===== src/rtl/program_counter_stack.sv =====
// program_counter_stack
//
// Program counter with a PCLATH latch and a circular hardware return stack.
// It takes one-cycle strobes from the instruction decoder and PCL/PCLATH
// writes from the ALU result bus. It drives the fetch address to program
// memory.
//
// Strobes are single-cycle pulses with no handshake. Each strobe is sampled
// on a rising clk edge, and its effect is visible on the outputs after that
// edge. Every output comes straight from a register, so no input reaches an
// output combinationally.
//
// Ports:
//   clk               system clock; all state changes on the rising edge
//   rst               asynchronous, active-low reset
//   pc_incr_en        PC <= PC + 1
//   pc_j_en           goto:   PC <= {PCLATH upper bits, pc_j_addr}
//   pc_j_and_push_en  call:   push PC, then goto
//   pc_j_by_pop_en    return: PC <= popped entry
//   int_vector_en     interrupt entry: push PC, then PC <= INT_VECTOR
//   pc_j_addr         goto/call literal
//   pcl_wr_en         computed jump: PC <= {PCLATH, pcl_in}
//   pcl_in            new PCL value
//   pclath_wr_en      PCLATH <= pclath_in (independent of the PC strobes)
//   pclath_in         new PCLATH value
//   stack_flags_clr   clears the sticky overflow/underflow flags
//   pc_out            current PC
//   pclath_out        PCLATH register
//   stack_count       number of valid stack entries (saturating)
//   stack_overflow    sticky: a push happened while the stack was full
//   stack_underflow   sticky: a pop happened while the stack was empty
module program_counter_stack #(
    parameter int PC_WIDTH     = 13,
    parameter int JUMP_WIDTH   = 11,
    parameter int STACK_DEPTH  = 8,
    parameter int RESET_VECTOR = 0,
    parameter int INT_VECTOR   = 4
) (
    input  logic                           clk,
    input  logic                           rst,
    input  logic                           pc_incr_en,
    input  logic                           pc_j_en,
    input  logic                           pc_j_and_push_en,
    input  logic                           pc_j_by_pop_en,
    input  logic                           int_vector_en,
    input  logic [JUMP_WIDTH-1:0]          pc_j_addr,
    input  logic                           pcl_wr_en,
    input  logic [7:0]                     pcl_in,
    input  logic                           pclath_wr_en,
    input  logic [PC_WIDTH-9:0]            pclath_in,
    input  logic                           stack_flags_clr,
    output logic [PC_WIDTH-1:0]            pc_out,
    output logic [PC_WIDTH-9:0]            pclath_out,
    output logic [$clog2(STACK_DEPTH):0]   stack_count,
    output logic                           stack_overflow,
    output logic                           stack_underflow
);

    localparam int PTR_W = $clog2(STACK_DEPTH);
    localparam int CNT_W = PTR_W + 1;

    logic [PC_WIDTH-1:0] pc_q;
    logic [PC_WIDTH-9:0] pclath_q;
    logic [PTR_W-1:0]    ptr_q;
    logic [CNT_W-1:0]    cnt_q;
    logic                ovf_q;
    logic                unf_q;
    logic [PC_WIDTH-1:0] stack_mem [STACK_DEPTH];

    logic                do_push;
    logic                do_pop;
    logic                stack_full;
    logic                stack_empty;
    logic [PTR_W-1:0]    pop_ptr;
    logic [PC_WIDTH-1:0] jump_target;
    logic [PC_WIDTH-1:0] pc_next;

    // A push comes from an interrupt, or from a call that no higher strobe
    // overrides. A return only pops when no interrupt is present.
    assign do_push     = int_vector_en | (pc_j_and_push_en & ~pc_j_by_pop_en);
    assign do_pop      = pc_j_by_pop_en & ~int_vector_en;
    assign stack_full  = (cnt_q == CNT_W'(STACK_DEPTH));
    assign stack_empty = (cnt_q == '0);
    // STACK_DEPTH is a power of two, so the pointer arithmetic wraps by itself.
    assign pop_ptr     = ptr_q - PTR_W'(1);

    // The literal supplies the low JUMP_WIDTH bits. PCLATH supplies the bits
    // above it. Overlaying the literal on {PCLATH, 8'h00} keeps that correct
    // for any JUMP_WIDTH up to PC_WIDTH.
    always_comb begin
        jump_target                   = {pclath_q, 8'h00};
        jump_target[JUMP_WIDTH-1:0]   = pc_j_addr;
    end

    always_comb begin
        pc_next = pc_q;
        if (int_vector_en)
            pc_next = PC_WIDTH'(INT_VECTOR);
        else if (pc_j_by_pop_en)
            pc_next = stack_mem[pop_ptr];
        else if (pc_j_and_push_en || pc_j_en)
            pc_next = jump_target;
        else if (pcl_wr_en)
            pc_next = {pclath_q, pcl_in};
        else if (pc_incr_en)
            pc_next = pc_q + PC_WIDTH'(1);
    end

    always_ff @(posedge clk or negedge rst) begin
        if (!rst) begin
            pc_q     <= PC_WIDTH'(RESET_VECTOR);
            pclath_q <= '0;
            ptr_q    <= '0;
            cnt_q    <= '0;
            ovf_q    <= 1'b0;
            unf_q    <= 1'b0;
            for (int i = 0; i < STACK_DEPTH; i++)
                stack_mem[i] <= '0;
        end else begin
            pc_q <= pc_next;

            if (pclath_wr_en)
                pclath_q <= pclath_in;

            // A push when full overwrites the oldest entry, because the write
            // slot after a full wrap is that entry's slot.
            if (do_push) begin
                stack_mem[ptr_q] <= pc_q;
                ptr_q            <= ptr_q + PTR_W'(1);
                if (!stack_full)
                    cnt_q <= cnt_q + CNT_W'(1);
            end else if (do_pop) begin
                ptr_q <= pop_ptr;
                if (!stack_empty)
                    cnt_q <= cnt_q - CNT_W'(1);
            end

            // Set takes priority over clear when both happen in one cycle.
            if (do_push && stack_full)
                ovf_q <= 1'b1;
            else if (stack_flags_clr)
                ovf_q <= 1'b0;

            if (do_pop && stack_empty)
                unf_q <= 1'b1;
            else if (stack_flags_clr)
                unf_q <= 1'b0;
        end
    end

    assign pc_out          = pc_q;
    assign pclath_out      = pclath_q;
    assign stack_count     = cnt_q;
    assign stack_overflow  = ovf_q;
    assign stack_underflow = unf_q;

endmodule


===== config.mk =====
export PLATFORM = sky130hd
export DESIGN_NAME = program_counter_stack
export DESIGN_NICKNAME = d
export VERILOG_FILES = /design/src/rtl/program_counter_stack.sv
export SDC_FILE = /design/constraint.sdc
export NUM_CORES = 1
export LEC_CHECK = 0
export ABC_AREA = 1
export CAP_MARGIN = 20
export CORE_MARGIN = 1.5
export CORE_UTILIZATION = 44
export DETAILED_ROUTE_END_ITERATION = 7
export PLACE_DENSITY = 0.64
export SLEW_MARGIN = 20
export SYNTH_ARGS = -nofsm -noshare
export SYNTH_HDL_FRONTEND = slang
export SYNTH_SLANG_ARGS = --single-unit

===== constraint.sdc =====
create_clock -name clk -period 3 [get_ports clk]
set_input_delay 0.6 -clock clk [delete_from_list [all_inputs] [get_ports clk]]
set_output_delay 0.6 -clock clk [all_outputs]
set_load 0.05 [all_outputs]

After elaboration in Yosys (flattened, before gate mapping)
Cells that the tools add are included.
{"block": "op_classes", "n_addsub": 5, "n_lt_le_gt_ge": 3, "n_eq_ne": 3, "muxes": 20, "bitwise": 7, "reduce_logical": 10}
{"op": "bitwise mux 104 bit", "count": 1}
{"op": "2-to-1 mux 13 bit", "count": 8}
{"op": "binary-select mux 13 bit (select 3 bit)", "count": 1}
{"op": "demux 13 bit (select 3 bit)", "count": 1}
{"op": "2-to-1 mux 4 bit", "count": 4}
{"op": "adder 13 x 1 -> 13 bit, second input constant", "count": 1}
{"op": "greater-or-equal comparator 4 bit, second input constant", "count": 2}
{"op": "inverter 3 -> 4 bit", "count": 2}
{"op": "2-to-1 mux 3 bit", "count": 2}
{"op": "nonzero test 2 bit", "count": 3}
{"op": "nonzero test 5 bit", "count": 1}
{"op": "adder 4 x 1 -> 4 bit, second input constant", "count": 1}
{"op": "== test 4 bit, second input constant", "count": 1}
{"op": "zero test 4 bit", "count": 1}
{"op": "less-than comparator 4 x 1 -> 1 bit, second input constant", "count": 1}
{"op": "!= test 2 bit, second input constant", "count": 2}
{"op": "subtractor 4 x 1 -> 4 bit, second input constant", "count": 1}
{"op": "adder 3 x 1 -> 3 bit, second input constant", "count": 1}
{"op": "logical AND 1 bit", "count": 3}
{"op": "2-to-1 mux 1 bit", "count": 3}
{"op": "AND reduction 3 bit", "count": 1}
{"op": "subtractor 3 x 1 -> 3 bit, second input constant", "count": 1}
{"op": "bitwise AND 1 bit", "count": 2}
{"op": "inverter 1 bit", "count": 2}
{"op": "other kinds (2)", "count": 2}
{"block": "word_totals", "ff_bits": 131, "input_bits": 34, "output_inout_bits": 24}

Longest topological paths before layout
Gate-level depths: netlist of run 1.
{"block": "depth", "word_depth": 7, "ltp_mapped": 14, "depth_no_buf": 11}

Worst setup path before layout of run 1
No wires, ideal clock.
{"block": "synth_timing", "kind": "reg-to-reg", "from": "reg ptr_q[0]", "to": "reg pc_q[6] (netlist: pc_out[6])", "setup_time_ns": 0.118, "arrival_time_ns": 1.982, "t_required_ns": 2.882, "setup_slack_ns": 0.900, "path_stages_with_launch": 15, "cell_sequence": "dfrtp_1 inv_1 buf_4 buf_2 ha_1 buf_2 inv_1 clkbuf_1 nand3_1 nand3_1 nand3_1 nand2_1 inv_1 nand2_1 nand2_1"}
{"block": "synth_between", "elab_chain_len": 7}
{"element": "from (decl)", "line_no": "64", "text": "logic [PTR_W-1:0] ptr_q;"}
{"element": "from (signal assigned)", "line_no": "129", "text": "ptr_q <= ptr_q + PTR_W'(1);"}
{"element": "from (signal assigned)", "line_no": "133", "text": "ptr_q <= pop_ptr;"}
{"element": "subtractor 3 x 1 -> 3 bit", "line_no": "85", "text": "assign pop_ptr = ptr_q - PTR_W'(1);"}
{"element": "named net pop_ptr[0]", "line_no": "74", "text": "logic [PTR_W-1:0] pop_ptr;"}
{"element": "inverter 3 -> 4 bit (implied by the code)", "line_no": "100", "text": "pc_next = stack_mem[pop_ptr];"}
{"element": "binary-select mux 13 bit (select 3 bit)", "line_no": "100"}
{"element": "2-to-1 mux 13 bit (implied by the code) (2 in series)", "line_no": "100"}
{"element": "2-to-1 mux 13 bit", "line_no": "99", "text": "else if (pc_j_by_pop_en)"}
{"element": "2-to-1 mux 13 bit", "line_no": "97", "text": "if (int_vector_en)"}
{"element": "to (signal assigned)", "line_no": "111", "text": "pc_q <= PC_WIDTH'(RESET_VECTOR);"}
{"element": "to (signal assigned)", "line_no": "120", "text": "pc_q <= pc_next;"}
{"element": "to (decl)", "line_no": "62", "text": "logic [PC_WIDTH-1:0] pc_q;"}
The timed path passes the listed nets, and every way through them passes these cells. The select of a mux whose other input is x is not followed.
A chain may end at the register's enable or synchronous reset.

Worst setup path in the final report of run 1
{"block": "layout_timing", "from": "reg pc_q[5] (netlist: pc_out[5])", "to": "out pc_out[5]"}
{"element": "to (decl)", "line_no": "52", "text": "output logic [PC_WIDTH-1:0] pc_out,"}
No word-level cell between the ends.

==> metrics.md, run 1 <==
| Metric | Value |
|---|---|
| Crit start category | flip-flop |
| DR DRC count | 0 |
| Worst-path clk slew | 60 ps |
| Fin. Hold Viols | 0 |
| GR Overflow Total | 0 |
| Part of the cycle the worst path needs | about four fifths |
| Critical path endpoint category | primary output |
| Syn. warnings | 0 |
| Routed Antenna Nets | 0 |
| Register area | 0.00328 mm² |
| CP Cell Sequence | clkdlybuf4s50_1 |
| Biggest area consumer among synthesized cells | dfrtp_1 |
| CTS tree | built |
| Slowest stage delay, CP | 870 ps |
| Clock Sinks | 131 |
| Top cells by area, synth | dfrtp_1, nand2_1, nand3_1 |
| Cell class contributing the biggest share of worst-path delay | buffers and inverters |
| Multi-input logic area | a little under 0.003 mm² |
| Relative slew slack | 52.7% |
| Sum of buffers and inverters on the critical path | 1 |
| Initial DRC Count | ~520 |
| CP required | about 2400 ps |
| Post-DR wirelength/cell | ~16 µm |
| Leakage power | roughly 3.6 nW |
| DIE AREA | about 0.016 mm² |
| Area growth, synth to finish | 17.0% |
| #FFs+latches synth | about 130 |
| Num CTS Buffers | 17 |
| HP Class | primary input to asynchronous set/reset pin |
| Vias in the first global route | ~5300 |
| Tmin final | roughly 2400 ps |
| Register area share after synthesis | between 40% and 50% |
| Slew @ Worst Pin | 709 ps |
| WP data arrival | between 1500 and 2000 ps |
| Prevailing post-synth register cell | dfrtp_1 |
| Root buffer cell | clkbuf_16 |
| Drt total wl | 17600 µm |
| Commonest non-fill, non-tap cells in the layout | nand2_1, dfrtp_1, nand3_1 |
| Synthesized net count | a little under 900 |
| FILL cells | 1471 |
| Max Buffers Root-to-Sink | 2 |
| Routability cong. | around 0.82 |
| Asr flop ratio synth | between 90% and 100% |
| Total power | 9.03 mW |
| Syn avg cell area | about 8 µm² |
| Setup_tns | 0 ps |
| DPL Wire Length | approximately 11000 µm |
| Mapped Cells | between 800 and 900 |
| Yosys cell types | 39 |
| Maximum VDD drop | about 0.83 mV |
| Skew-Pair Late Insertion Delay | 430 ps |
| Ports | just under 60 |
| Hold Buf Count CTS | 0 |
| Largest net degree at the start of global routing | 71 |
| Cell Area, Synth | approximately 0.0068 mm² |
| Post-Route Skew | 7.51 ps |
| Core Area | ~0.015 mm² |
| Status | complete, no violations |
| Die Width | 127 µm |
| NumNets Final | 917 |
| DR vias | between 5000 and 6000 |
| Pwr per Cell Area | roughly 1100 mW/mm² |
| GRT Total Usage | approximately 23% |
| R2R Setup Slk | roughly 800 ps |
| H-tree levels | 4 |
| CP max-delay cell | clkdlybuf4s50_1 |
| Initial core utilization | between 40 and 50% |
| Share of cells above drive strength 1 | under 10% |
| MaxCap Viol Count | 0 |
| Post-synth top area share | just under 50% |
| CP Max Fanout | 10 |
| First drt pass iteration count | 5 |
| Routed vias/inst | around 5.3 |
| Setup Buffers After CTS | 0 |
| Final Instance Count excl. Fillers | roughly 1100 |
| RSZ-0062 raised after global routing | false |
| EDFF count, synth | 0 |
| Final Max Tran Viols | 0 |
| WS Path Type | flip-flop to primary output |
| Most common cell after layout, fill and taps aside | nand2_1 |
| Rows | 45 |
| Final hold slack | 99.8 ps |
| # port buffers | 57 |
| # diodes | 0 |
| DP Cell Count | 1046 |
| Chip height | approximately 130 µm |
| Initial antenna violation count | 0 |
| Final Instance Area | around 0.0079 mm² |
| Final setup fails | 0 |
| FMAX | roughly 400 MHz |
| Placed cell area | about 0.0074 mm² |
| Post-CTS Resized | 0 |
| First-pass GRT wire length | between 20000 and 30000 µm |
==> worst paths after layout <==
kind,endpoint,startpoint,cells past startpoint
worst min-delay path,stack_count[2],rst,1
min in group clk,stack_mem[63],stack_mem[63],2
worst min register to register,stack_mem[63],stack_mem[63],2
worst max-delay path,pc_out[5],pc_out[5],1
max in group asynchronous,stack_mem[17],rst,2
worst max register to register,pc_out[7],ptr_q[1],9
==> stage by stage <==
| step | utilization [%] | setup WS (ps) |
|---|---|---|
| after floorplan | - | 900 |
| after global placement | 48.9 | 435 |
| after detailed placement | 48.9 | 434 |
| after CTS | 52.5 | 562 |
| after global routing | 52.5 | 517 |
| final | 52.5 | 562 |
==> report_power, final <==
group	internal, mW	total [mW]	switching [mW]
sequential	2.47	2.96	0.485
combinational	1.37	4.16	2.79
clock	1.19	1.92	0.730
total	5.03	9.03	4.01
==> metal layers <==
layer  GRT usage, %  vias up  wire, µm
met2           36.9      153      8180
met1           30.6     2705      8140
met5              0        -         0
li1               -     2818         -
met3           5.07       39       837
met4           8.89        0       467
==> state kept, by name, summed over array words and instances, names as in the netlist <==
register	count
pc_out	13
pclath_out	5
ptr_q	3
stack_count	4
stack_mem	104
stack_overflow	1
stack_underflow	1
==> Yosys cell counts (2+ instances only) <==
library cell / number
nor2_1: 29
o21bai_1: 2
nor2_4: 2
inv_2: 3
o21ai_2: 13
dfrtp_1: 131
nand4_1: 4
buf_2: 18
o221ai_1: 2
o21ai_0: 71
or2_2: 3
nand4_4: 5
nand2_1: 282
clkinv_1: 2
xor2_1: 4
nand3_1: 99
nand4_2: 3
clkbuf_1: 12
a21oi_1: 6
ha_1: 5
o211ai_1: 7
buf_6: 12
buf_4: 3
inv_1: 46
mux2_2: 2
o21ai_1: 54
==> cell type report <==
class / count / area share [%]
clock buffer: 24 / 6.09
clock inverter: 6 / 0.696
inverter: 51 / 2.42
multi-input combinational: 604 / 37.6
sequential: 131 / 41.4
tap: 188 / 2.97
timing repair buffer: 72 / 8.76
==> kinds of logic after synthesis <==
logic type / Yosys count / share of synthesized area [%]
compound gates: 159 / 13.2
xor+xnor: 7 / 1.29
fa+ha+maj: 6 / 1.22
buf+inv: 98 / 7.51
flops: 131 / 48.5
mux: 2 / 0.333
simple gates: 430 / 28.0
No activity file was read; power rests on OpenSTA's default activity.
==> inputs of run 2 (changes only) <==
- PLACE_DENSITY: 0.64 -> 0.67
- clock period: 3 -> 2.1 ns (I/O delays scaled with it)
==> run 2 against run 1 <==
  * Clock skew grew 2.2 ps
  * Total power grew 54%
  * Count of clock-buffer cells in the layout fell by 5
  * Final cell count rose by 2.4%
  * Flip-flop and latch count stayed put
  * Worst hold slack lost 94 ps
  * Worst setup slack lost 510 ps
  * Utilization rose by 3.1 points
  * Sequential power grew 43%
  * Combinational power increased by 50%
  * Largest power group unchanged
==> metrics.md, run 2 (same netlist as run 1, synthesis figures left out) <==
| Metric | Value |
|---|---|
| Hold Buf Count CTS | 0 |
| Largest net degree at the start of global routing | 58 |
| Num CTS Buffers | 17 |
| DIE AREA | between 0.015 and 0.02 mm² |
| First-pass GRT wire length | 29300 µm |
| Routed vias/inst | approximately 5.3 |
| Final setup fails | 0 |
| First drt pass iteration count | 5 |
| MaxCap Viol Count | 0 |
| FILL cells | 1386 |
| Rows | 45 |
| Core Area | roughly 0.015 mm² |
| Setup_tns | 0 ps |
| Vias in the first global route | 5741 |
| Pwr per Cell Area | roughly 1700 mW/mm² |
| Net Sw Frac | around 42% |
| Post-Route Skew | approximately 9.7 ps |
| Worst-path clk slew | 60 ps |
| Max Buffers Root-to-Sink | 2 |
| Final hold slack | between 5 and 6 ps |
| Clock power frac | 24.7% |
| Setup Buffers After CTS | 0 |
| Fin. Hold Viols | 0 |
| Tmin final | just over 2000 ps |
| Net switching power figure | slightly below 6 mW |
| Area growth, synth to finish | 23.8% |
| Initial core utilization | between 40% and 50% |
| Register area | 0.00328 mm² |
| CP required | about 1700 ps |
| Initial DRC Count | 469 |
| Routability cong. | 0.891 |
| Root buffer cell | clkbuf_16 |
| Clock Sinks | ~130 |
| Skew-Pair Late Insertion Delay | ~430 ps |
| Combinational power share | 44.9% |
| WP data arrival | about 1600 ps |
| Sum of buffers and inverters on the critical path | 1 |
| WS Path Type | flip-flop to primary output |
| Final Instance Area | roughly 0.0084 mm² |
| Drt total wl | between 15000 and 20000 µm |
| Setup ws final | about 54 ps |
| Maximum VDD drop | a little under 0.8 mV |
| DR DRC count | 0 |
| Cell-internal power | between 8 and 9 mW |
| CP max-delay cell | clkdlybuf4s50_1 |
| HP Class | primary input to asynchronous set/reset pin |
| Largest Register | stack_mem |
| Cell class contributing the biggest share of worst-path delay | buffers and inverters |
| Commonest non-fill, non-tap cells in the layout | nand2_1, dfrtp_1, nand3_1 |
| Place WS | -205 ps |
| Critical path endpoint category | primary output |
| Multi-input logic area | 0.00298 mm² |
| # port buffers | between 50 and 60 |
| GRT Total Usage | a little under a quarter |
| DR vias | between 5000 and 6000 |
| Placed cell area | about 0.0077 mm² |
| Final Instance Count excl. Fillers | 1102 |
| Status | complete, no violations |
| Most common cell after layout, fill and taps aside | nand2_1 |
| Leakage power | between 3 and 4 nW |
| Sequential share of power | 30.4% |
| Slew @ Worst Pin | between 700 and 800 ps |
| GR Overflow Total | 0 |
| Final core utilization | roughly 56% |
| Max reg flops | roughly 100 |
| Crit start category | flip-flop |
| H-tree levels | 4 |
| DPL Wire Length | ~11000 µm |
| Die Width | between 100 and 150 µm |
| Final Max Tran Viols | 0 |
| Share of cells above drive strength 1 | between 10% and 20% |
| Routed Antenna Nets | 0 |
| NumNets Final | ~940 |
| CP Cell Sequence | clkdlybuf4s50_1 |
| CP Max Fanout | 3 |
| Total power | 13.9 mW |
| DP Cell Count | around 1100 |
| Part of the cycle the worst path needs | around 97% |
| Post-DR wirelength/cell | around 16 µm |
| Chip height | 127 µm |
| Slowest stage delay, CP | 820 ps |
| Initial antenna violation count | 0 |
| RSZ-0062 raised after global routing | false |
| Relative slew slack | between 50 and 60% |
| CTS tree | built |
| FMAX | between 400 and 500 MHz |
| Ports | 58 |
| # diodes | 0 |
[run 2: changes by cell type in the layout (fill, tap and decap cells not counted), moves of 2 or more]
cell | previous run | this run
clkdlybuf4s50_1 | 56 | 40
buf_4 | 15 | 30
buf_12 | 1 | 13
dlygate4sd2_1 | 0 | 10
bufinv_16 | 1 | 6
clkbuf_1 | 4 | 0
dlymetal6s2s_1 | 0 | 3
clkinv_2 | 5 | 3
clkinv_4 | 0 | 2
[run 2: final timing paths]
kind / startpoint / end / slack, ps / depth (start not counted)
setup / recovery: pclath_out[3] / pclath_out[3] / 50 / 1
hold / removal: rst / stack_count[0] / 6 / 1
setup reg to reg: ptr_q[0] / pc_out[8] / 320 / 11
hold reg to reg: stack_mem[80] / stack_mem[80] / 480 / 2
max in group asynchronous: rst / stack_mem[2] / 1500 / 2
min in group clk: stack_mem[80] / stack_mem[80] / 480 / 2
[run 2: repair_timing]
action                                  4_1_cts  5_1_grt
endpoints found under the setup margin       10        3
endpoints found under the hold margin         0        0
gates resized for setup                      10        3
gates cloned                                  0        0
[run 2: cell type report]
| class | count | area share [%] |
|---|---|---|
| Clock buffer | 19 | 5.41 |
| Tap cell | 188 | 2.81 |
| Inverter | 51 | 2.28 |
| Timing Repair Buffer | 96 | 12.1 |
| Clock inverter | 13 | 2.73 |
| Multi-Input combinational cell | 604 | 35.6 |
| Sequential cell | 131 | 39.1 |
[run 2: layer usage]
layer | track usage, % | part of all wire [%] | wire (µm)
met1 | 29.8 | 45 | 7900
met2 | 40.0 | 49 | 8750
met3 | 4.23 | 4.1 | 721
met4 | 9.43 | 2.1 | 376
met5 | 0 | 0 | 0
[run 2: power groups by stage]
stage | logic [mW] | registers [mW] | clock network [mW]
floorplan | 3.96 | 4.57 | 0
global placement | 6.17 | 4.21 | 0
detailed placement | 6.29 | 4.23 | 0
CTS | 6.27 | 4.20 | 3.46
global route | 6.92 | 4.34 | 3.58
finish | 6.23 | 4.22 | 3.42
